$ cat config.mk
export PLATFORM = sky130hd
export DESIGN_NAME = stage_ctrl
export DESIGN_NICKNAME = d
export VERILOG_FILES = /design/src/rtl/stage_pkg.sv /design/src/rtl/one_pulse.sv /design/src/rtl/stage_ctrl.sv
export SDC_FILE = /design/constraint.sdc
export NUM_CORES = 1
export LEC_CHECK = 0
export ABC_AREA = 1
export BUFFER_PORTS_ARGS = -buffer_cell sky130_fd_sc_hd__buf_4
export CAP_MARGIN = 20
export CORE_MARGIN = 2
export CORE_UTILIZATION = 39
export CTS_BUF_LIST = sky130_fd_sc_hd__clkbuf_4 sky130_fd_sc_hd__clkbuf_8
export CTS_CLUSTER_DIAMETER = 120
export DETAILED_ROUTE_END_ITERATION = 7
export PLACE_DENSITY = 0.67
export SETUP_SLACK_MARGIN = 0.5
export SLEW_MARGIN = 20
export SYNTH_ARGS = -nofsm -noshare
export SYNTH_HDL_FRONTEND = slang
export SYNTH_SLANG_ARGS = --single-unit
export TNS_END_PERCENT = 10
$ cat constraint.sdc
create_clock -name clk -period 4.7 [get_ports clk]
set_clock_uncertainty 0.1 [all_clocks]
set_input_delay 0.235 -clock clk [delete_from_list [all_inputs] [get_ports clk]]
set_output_delay 0.235 -clock clk [all_outputs]
set_load 0.02 [all_outputs]
$ cat src/rtl/stage_pkg.sv
// rtl/stage_pkg.sv - shared state encodings and role constants for stage_ctrl
package stage_pkg;

  typedef enum logic [2:0] {
    S_MENU       = 3'd0,
    S_CONNECT    = 3'd1,
    S_GAME       = 3'd2,
    S_ROUND_OVER = 3'd3,
    S_MATCH_OVER = 3'd4
  } state_e;

  localparam logic MASTER = 1'b0;
  localparam logic SLAVE  = 1'b1;

endpackage

$ cat src/rtl/one_pulse.sv
// rtl/one_pulse.sv - registered rising-edge detector, one-cycle output pulse
module one_pulse (
  input  logic clk,
  input  logic reset,
  input  logic in,
  output logic pulse
);

  logic prev_q, prev_d;
  logic pulse_q, pulse_d;

  // pulse when the input is high now but was low one cycle ago
  always_comb begin
    prev_d  = in;
    pulse_d = in & ~prev_q;
  end

  // edge history and registered pulse
  always_ff @(posedge clk or posedge reset) begin
    if (reset) begin
      prev_q  <= 1'b0;
      pulse_q <= 1'b0;
    end else begin
      prev_q  <= prev_d;
      pulse_q <= pulse_d;
    end
  end

  assign pulse = pulse_q;

endmodule

$ cat src/rtl/stage_ctrl.sv
// rtl/stage_ctrl.sv - match-level stage controller for the two-board Sudoku game
module stage_ctrl
  import stage_pkg::*;
#(
  parameter int ROUNDS         = 3,
  parameter int TIMEOUT_CYCLES = 50_000_000,
  parameter int RW             = $clog2(ROUNDS + 1)
) (
  input  logic          clk,
  input  logic          reset,
  input  logic          mouse_left,
  input  logic          on_start_btn,
  input  logic          on_connect_btn,
  input  logic          on_return_btn,
  input  logic          game_finish,
  input  logic          receive_connect,
  input  logic          receive_start,
  input  logic          receive_game_finish,
  output logic          send_connect,
  output logic          send_start,
  output logic          send_finish,
  output logic          connected,
  output logic          role,
  output logic          game_init,
  output logic [2:0]    state,
  output logic [RW-1:0] round_idx,
  output logic [RW-1:0] local_wins,
  output logic [RW-1:0] peer_wins,
  output logic          timeout_evt,
  output logic          link_lost_evt
);

  // a single-cycle timeout still needs a one-bit counter
  localparam int TW = (TIMEOUT_CYCLES > 1) ? $clog2(TIMEOUT_CYCLES) : 1;

  localparam logic [TW-1:0] TMO_LAST  = TW'(TIMEOUT_CYCLES - 1);
  localparam logic [RW-1:0] LAST_RND  = RW'(ROUNDS - 1);
  localparam logic [RW-1:0] WIN_MAX   = RW'(ROUNDS);
  localparam logic [RW-1:0] MAJ_LIMIT = RW'(ROUNDS / 2);

  state_e        state_q, state_d;
  logic          role_q, role_d;
  logic          connected_q, connected_d;
  logic          send_connect_q, send_connect_d;
  logic          send_start_q, send_start_d;
  logic          send_finish_q, send_finish_d;
  logic [RW-1:0] round_idx_q, round_idx_d;
  logic [RW-1:0] local_wins_q, local_wins_d;
  logic [RW-1:0] peer_wins_q, peer_wins_d;
  logic [TW-1:0] tmo_cnt_q, tmo_cnt_d;
  logic          timeout_evt_q, timeout_evt_d;
  logic          link_lost_evt_q, link_lost_evt_d;

  logic click_pulse;
  logic start_pulse;
  logic link_drop_pulse;

  one_pulse u_click (
    .clk   (clk),
    .reset (reset),
    .in    (~mouse_left),
    .pulse (click_pulse)
  );

  one_pulse u_start (
    .clk   (clk),
    .reset (reset),
    .in    (receive_start),
    .pulse (start_pulse)
  );

  one_pulse u_link (
    .clk   (clk),
    .reset (reset),
    .in    (~receive_connect),
    .pulse (link_drop_pulse)
  );

  logic start_click, connect_click, return_click;
  logic local_fin, peer_fin, decided;

  // decode clicks by hovered button, and the per-cycle match decisions
  always_comb begin
    start_click   = click_pulse & on_start_btn;
    connect_click = click_pulse & on_connect_btn;
    return_click  = click_pulse & on_return_btn;
    local_fin     = game_finish;
    peer_fin      = receive_game_finish & connected_q;
    decided       = (round_idx_q == LAST_RND) ||
                    (local_wins_q > MAJ_LIMIT) ||
                    (peer_wins_q > MAJ_LIMIT);
  end

  // next-state and registered-output logic; link loss overrides everything
  always_comb begin
    state_d         = state_q;
    role_d          = role_q;
    connected_d     = connected_q;
    send_connect_d  = send_connect_q;
    send_finish_d   = send_finish_q;
    round_idx_d     = round_idx_q;
    local_wins_d    = local_wins_q;
    peer_wins_d     = peer_wins_q;
    tmo_cnt_d       = tmo_cnt_q;
    timeout_evt_d   = 1'b0;
    link_lost_evt_d = 1'b0;

    if (link_drop_pulse && connected_q) begin
      state_d         = S_MENU;
      connected_d     = 1'b0;
      send_connect_d  = 1'b0;
      role_d          = MASTER;
      send_finish_d   = 1'b0;
      round_idx_d     = '0;
      local_wins_d    = '0;
      peer_wins_d     = '0;
      tmo_cnt_d       = '0;
      link_lost_evt_d = 1'b1;
    end else begin
      case (state_q)
        S_MENU: begin
          if (!connected_q && receive_connect) begin
            role_d         = SLAVE;
            send_connect_d = 1'b1;
            connected_d    = 1'b1;
          end else if (!connected_q && connect_click) begin
            role_d         = MASTER;
            send_connect_d = 1'b1;
            tmo_cnt_d      = '0;
            state_d        = S_CONNECT;
          end else if ((role_q == MASTER && start_click) ||
                       (role_q == SLAVE && connected_q && start_pulse)) begin
            state_d       = S_GAME;
            round_idx_d   = '0;
            local_wins_d  = '0;
            peer_wins_d   = '0;
            send_finish_d = 1'b0;
          end
        end

        S_CONNECT: begin
          if (receive_connect) begin
            connected_d = 1'b1;
            state_d     = S_MENU;
          end else if (tmo_cnt_q == TMO_LAST) begin
            send_connect_d = 1'b0;
            timeout_evt_d  = 1'b1;
            tmo_cnt_d      = '0;
            state_d        = S_MENU;
          end else begin
            tmo_cnt_d = tmo_cnt_q + TW'(1);
          end
        end

        S_GAME: begin
          if (local_fin) begin
            send_finish_d = 1'b1;
          end
          if (local_fin && peer_fin) begin
            // simultaneous finish: the master's board takes the round
            if (role_q == MASTER) begin
              if (local_wins_q != WIN_MAX) local_wins_d = local_wins_q + RW'(1);
            end else begin
              if (peer_wins_q != WIN_MAX) peer_wins_d = peer_wins_q + RW'(1);
            end
            state_d = S_ROUND_OVER;
          end else if (local_fin) begin
            if (local_wins_q != WIN_MAX) local_wins_d = local_wins_q + RW'(1);
            state_d = S_ROUND_OVER;
          end else if (peer_fin) begin
            if (peer_wins_q != WIN_MAX) peer_wins_d = peer_wins_q + RW'(1);
            state_d = S_ROUND_OVER;
          end
        end

        S_ROUND_OVER: begin
          if (decided) begin
            if (return_click && (role_q == MASTER || connected_q)) begin
              state_d = S_MATCH_OVER;
            end
          end else if ((role_q == MASTER && return_click) ||
                       (role_q == SLAVE && connected_q && start_pulse)) begin
            if (round_idx_q != LAST_RND) round_idx_d = round_idx_q + RW'(1);
            send_finish_d = 1'b0;
            state_d       = S_GAME;
          end
        end

        S_MATCH_OVER: begin
          if (return_click) begin
            state_d       = S_MENU;
            round_idx_d   = '0;
            local_wins_d  = '0;
            peer_wins_d   = '0;
            send_finish_d = 1'b0;
          end
        end

        default: begin
          state_d = S_MENU;
        end
      endcase
    end

    // only the master drives start, and only while a round is in play
    send_start_d = (state_d == S_GAME) && (role_d == MASTER);
  end

  // state and output registers
  always_ff @(posedge clk or posedge reset) begin
    if (reset) begin
      state_q         <= S_MENU;
      role_q          <= MASTER;
      connected_q     <= 1'b0;
      send_connect_q  <= 1'b0;
      send_start_q    <= 1'b0;
      send_finish_q   <= 1'b0;
      round_idx_q     <= '0;
      local_wins_q    <= '0;
      peer_wins_q     <= '0;
      tmo_cnt_q       <= '0;
      timeout_evt_q   <= 1'b0;
      link_lost_evt_q <= 1'b0;
    end else begin
      state_q         <= state_d;
      role_q          <= role_d;
      connected_q     <= connected_d;
      send_connect_q  <= send_connect_d;
      send_start_q    <= send_start_d;
      send_finish_q   <= send_finish_d;
      round_idx_q     <= round_idx_d;
      local_wins_q    <= local_wins_d;
      peer_wins_q     <= peer_wins_d;
      tmo_cnt_q       <= tmo_cnt_d;
      timeout_evt_q   <= timeout_evt_d;
      link_lost_evt_q <= link_lost_evt_d;
    end
  end

  assign send_connect  = send_connect_q;
  assign send_start    = send_start_q;
  assign send_finish   = send_finish_q;
  assign connected     = connected_q;
  assign role          = role_q;
  assign game_init     = (state_q != S_GAME);
  assign state         = state_q;
  assign round_idx     = round_idx_q;
  assign local_wins    = local_wins_q;
  assign peer_wins     = peer_wins_q;
  assign timeout_evt   = timeout_evt_q;
  assign link_lost_evt = link_lost_evt_q;

endmodule

# == Yosys cells after proc, flatten, opt, wreduce, memory -nomap -nowiden ==
# Index checks and enable logic that the tools add are counted.
# op_classes
n_reduce_logical,28
n_bitwise,14
eq_ne,30
n_mux,70
n_addsub,4
magnitude_cmp,2
mul,0
div,0
shifts,0
# ops
operator,n
two-way mux 26 bit,5
case mux 26 bit (2 select lines),1
two-way mux 3 bit,13
!= test 3 bit (second input constant),13
two-way mux 2 bit,19
adder 26 x 1 -> 26 bit (second input constant),1
equality test 26 bit (second input constant),1
two-way mux 1 bit,25
!= test 4 bit (second input constant),6
AND reduction 8 bit,3
case mux 2 bit (3 select lines),3
case mux 3 bit (5 select lines),1
logical AND 1 bit,10
equality test 3 x 2 -> 1 bit (second input constant),3
AND reduction 4 bit,2
nonzero test 4 bit,2
AND 1 bit,7
inverter 1 bit,7
AND reduction 7 bit,1
adder 2 x 1 -> 2 bit (second input constant),3
!= test 2 bit (second input constant),3
logical OR 1 bit,5
nonzero test 5 bit,1
> comparator 2 x 1 -> 1 bit (second input constant),2
10 further kinds,11
# totals
latchBits,0
rom_bits,0
ramBits,0
ff_bits,48
input_bits,10
memories,0
out_inout_bits,17
wordCells,166

# == Depth between registers and ports, before layout ==
# depth
ltp_word,10
depth_mapped,12
mapped_depth_nobuf,12

# == Hierarchy ==
# From an unflattened synthesis, not the netlist that was laid out.
# unflattened
cells_unflattened,492
area_unflattened_um2,3236.9
# by_module_without_submodules
mod,area_each_um2,seq_area_each_um2,cells_per_inst,instances
stage_ctrl,3045.4,1051.0,477,1
one_pulse,63.8,50.0,5,3

# == Worst setup path before layout ==
# No wires, ideal clock.
# synth_timing
path_kind,flip-flop to flip-flop
startpoint,register state_q[1] (netlist: state[1])
endpoint,register tmo_cnt_q[3]
arrival_ns,1.524
synth_period_minus_slack_ns,1.737
setup_ns,0.113
required_ns,4.487
n_path_buf,1
setup_slack_ns,2.963
path_stages_with_launch,11
path_cell_list,dfrtp_1 -> inv_1 -> nand3_1 -> nand3_2 -> nand2_4 -> nor2_8 -> buf_6 -> nand2_1 -> xor2_1 -> nand2_1 -> inv_1
# synth_via
elab_chain_len,3
word_cells_on_any_way,9
classes_between,eq/ne (4); mux (2); reduce/logical (3)
# synth_lines
element,line_no,source
start: declaration,stage_ctrl.sv:41,"state_e state_q, state_d;"
start signal: assignment,stage_ctrl.sv:225,state_q <= state_d;
equality test 3 x 1 -> 1 bit / logical NOT 3 bit (equally long branches),stage_ctrl.sv:120,case (state_q)
!= test 3 bit (no line) (tied with other cells),--,
AND reduction 4 bit (no line) / two-way mux 26 bit (equally long branches),--,
end signal: assignment,stage_ctrl.sv:234,tmo_cnt_q <= tmo_cnt_d;
end: declaration,stage_ctrl.sv:50,"logic [TW-1:0] tmo_cnt_q, tmo_cnt_d;"
# Several ways; a longest one is shown, not always the timed one.
# A chain may end at the register's enable or synchronous reset.

# == Worst setup path in the final report ==
# layout_timing
startpoint,register connected_q (netlist: connected)
endpoint,register tmo_cnt_q[1]
# layout_via
elab_chain_len,4
word_cells_on_any_way,10
classes_between,eq/ne (3); mux (1); reduce/logical (6)
# layout_lines
element,line_no,source
start: declaration,stage_ctrl.sv:43,"logic connected_q, connected_d;"
start signal: assignment,stage_ctrl.sv:227,connected_q <= connected_d;
logical NOT 1 bit,"stage_ctrl.sv:122, stage_ctrl.sv:126",
"logical AND 1 bit, on equally long branches","stage_ctrl.sv:126, stage_ctrl.sv:122",
!= test 3 bit (no line),--,
AND reduction 4 bit (no line),--,
# Several ways; a longest one is shown, not always the timed one.

==> flow_summary.toml <==
[outcome]
outcome = "finished with violations"
failed_checks = "hold timing"

[setup_path]
crit_path_max_fanout = 24
crit_top_cell = "sky130_fd_sc_hd__nand2_2"
cp_num_buf_inv = 2
cp_data_required_time_ns = 4.82
crit_path_max_incr_delay_ns = 0.49
timing.critical_path.arrival_ns = 2.31
crit_type = "reg -> reg"
cpMaxStageDelayCell = "sky130_fd_sc_hd__dfrtp_1"
worst_setup_sp_type = "flop"
endpoint_kind = "flop"
worst_path_dominant_cell_family = "simple AND/OR/NAND/NOR gates"
worstPathCellList = "nand2_2, clkinv_2, nor2_1, nand2_2, nand2_4, nor2_8, inv_2, nor2_4, nand2_1, o21ai_0"

[synthesis]
cells_after_synth = 408
syn-num-nets = 424
netlist_top_cells_area = "sky130_fd_sc_hd__dfrtp_1, sky130_fd_sc_hd__nand2_1, sky130_fd_sc_hd__inv_1"
synthTopCellsByCount = "sky130_fd_sc_hd__nand2_1, sky130_fd_sc_hd__inv_1, sky130_fd_sc_hd__nor2_1"
synth-main-ff-cell = "sky130_fd_sc_hd__dfrtp_1"
yosys_warnings = 0
ys_ff_latch = 48
post_synth_num_cell_types = 33
synth_async_sr_flop_share_pct = 100
synth_top_area_share_pct = 40.9
synth_enable_flop_cells = 0
postSynthAreaPerCell_um2 = 7.20
mappedNetlistArea_um2 = 2940
post-synth-top-area-cell = "sky130_fd_sc_hd__dfrtp_1"
ys_seq_area_share_pct = 40.9
dominant_cell_by_count_in_the_synthesized_netlist = "sky130_fd_sc_hd__nand2_1"

[timing]
rsz0062_at_grt = "no"
normalized_max_slew_margin_pct = 45.1
timing_worst_slew_pin_value_ns = 0.824
min_period_over_period_pct = 46.5
timing.final.max_slew_violations = 0
timing_hold_violations_final = 48
fmax_mhz = 458
finalSetupTns_ns = 0
setup-violations-final = 0
finalWorstPathRequiredPeriod_ns = 2.18
hold_ws_ns = -0.0375

[power_and_ir_drop]
power_report.internal_total_uw = 813
swShare_pct = 45.2
share_seq_of_total_power_pct = 34.7
p_comb_share_pct = 47.3
p_clk_share_pct = 18.0
power.switching_uw = 669
peakVddDrop_v = 0.000196
power_per_cell_area_nw_per_um2 = 443
p_leak_nw = 1.69

[placement]
routabilityCongestion = 0.874
placement.cell_area_um2 = 3210
port_buffers = 26
hpwl_reported_at_the_end_of_detailed_placement_um = 4840

[die]
die_area_um2 = 8240
placement_rows = 31
initial_core_util_pct = 40.5
io_pins = 27
core_area_um2 = 7250
die_width_um = 90.8
fp.dieH_um = 90.8

[drt]
first_iter_violations = 156
drt.antenna.violating_nets = 0
total_wire_length_after_detailed_routing_um = 6440
vias = 2640
post-route-drc-count = 0
drt_pre_antenna_iters = 4
routed_via_density = 4.90
drt-wirelength-per-cell_um = 11.9

[clock_network]
cts.root.buffer_cell = "sky130_fd_sc_hd__clkbuf_8"
ctsHtreeMaxLevel = 2
cts_buffers = 5
cts_repair_resize_count = 0
clock_latency_ns = 0.30
max-clock-path-buffers = 2
cts_tree = "done"
cts.clk_slew.worst_paths_ns = 0.09
tritoncts_num_sinks = 48

[grt]
grt_start_max_net_pins = 49
globalRoute.totalOverflow = 0
grtUsageTotal_pct = 16.4
grt_pass1_vias = 2443
grt_pass1_wl_um = 11000
antenna_found_initial = 0

[run]
maxCapViolations = 0

[finish]
antennaDiodeCount = 0
fillerInstances = 767
fin_area_um2 = 3340
signed_area_change_from_the_synthesized_netlist_to_the_final_layout_pct = 13.8
nNetsFinal = 456
layout-drive-gt1-share_pct = 13.6

[worst_hold_path]
timing.hold.worst.class = "in -> async"
-- power by group through the flow --
| stage | clock [mW] | combinational, mW | sequential, mW |
|---|---|---|---|
| after floorplan | 0 | 0.497 | 0.562 |
| after global routing | 0.299 | 0.781 | 0.523 |
| after global placement | 0 | 0.692 | 0.523 |
| after CTS | 0.279 | 0.704 | 0.515 |
| final | 0.267 | 0.701 | 0.514 |
| after detailed placement | 0 | 0.700 | 0.523 |
-- through the flow --
stage,cells,util (%),worst slack (ns),power [mW]
4_1_cts,539,46.1,2.50,1.50
3_5_place_dp,529,44.3,2.52,1.22
2_1_floorplan,408,-,2.96,1.06
6_report,539,46.1,2.52,1.48
3_3_place_gp,529,44.3,2.53,1.22
5_1_grt,539,46.1,2.30,1.60
-- cell usage in the layout (no fill, tap or decap), drive strengths merged --
cell type	netlist	layout
a21boi	1	1
a21o	1	1
a21oi	7	7
a22oi	2	2
a31oi	1	1
buf	4	26
clkbuf	0	7
clkinv	1	2
dfrtp	48	48
dlygate4sd3	0	3
ha	6	6
inv	70	69
nand2	109	109
nand3	32	32
nand3b	1	1
nand4	10	10
nor2	65	65
nor3	15	15
o21ai	25	25
o31ai	1	1
or2	4	4
xor2	5	5
-- logic make-up (layout without fill, tap and decap cells) --
family	Yosys count	in the layout	synth area share (%)
AND/OR/NAND/NOR	236	236	37.2
buffers and inverters	75	107	10.5
flip-flops	48	48	40.9
AO/OA/AOI/OAI	38	38	7.33
adder cells (fa/ha/maj)	6	6	2.56
XOR/XNOR	5	5	1.49
-- path summary, 6_finish.rpt --
check                      slack (ns)       endpoint  cells after the start            from
max reg2reg                      2.52   tmo_cnt_q[1]                     10       connected
max                              2.52   tmo_cnt_q[1]                     10       connected
min reg2reg                      0.29  u_click.pulse                      1  u_click.prev_q
min in group clk                 0.27       state[2]                      6   on_return_btn
min                             -0.04  local_wins[1]                      2           reset
max in group asynchronous        4.03       state[0]                      2           reset
-- flip-flops by register name (all words and copies together) (netlist names), 2 cells and up --
register,flops
state,3
peer_wins,2
round_idx,2
tmo_cnt_q,26
local_wins,2
-- repair_timing --
item,4_1_cts,5_1_grt
hold endpoints to repair,4,0
buffers inserted,0,0
hold buffers,3,0
-- worst register-to-register path, delay by kind of cell, from the launching register on --
family	cells	cell delay, ns
DFF	1	0.49
AOI/OAI and AO/OA	1	0.08
and+or+nand+nor	7	1.05
buffers and inverters	2	0.38
-- final cells by class --
cell class	count	area [um^2]	share of cell area, %
Sequential cell	48	1200	35.9
Inverter	71	269	8.05
Tap cell	99	124	3.71
Timing Repair Buffer	29	225	6.74
Multi-Input combinational cell	285	1430	42.7
Clock buffer	7	96.3	2.88
-- per-layer routing --
layer  vias up  share of wire, %  track usage, %
li1       1337                 -               -
met3         7               3.6            3.09
met5         -                 0               0
met4         0               1.5            4.92
met1      1243                49            21.9
met2        53                46            26.9
(Power assumes the default switching activity.)
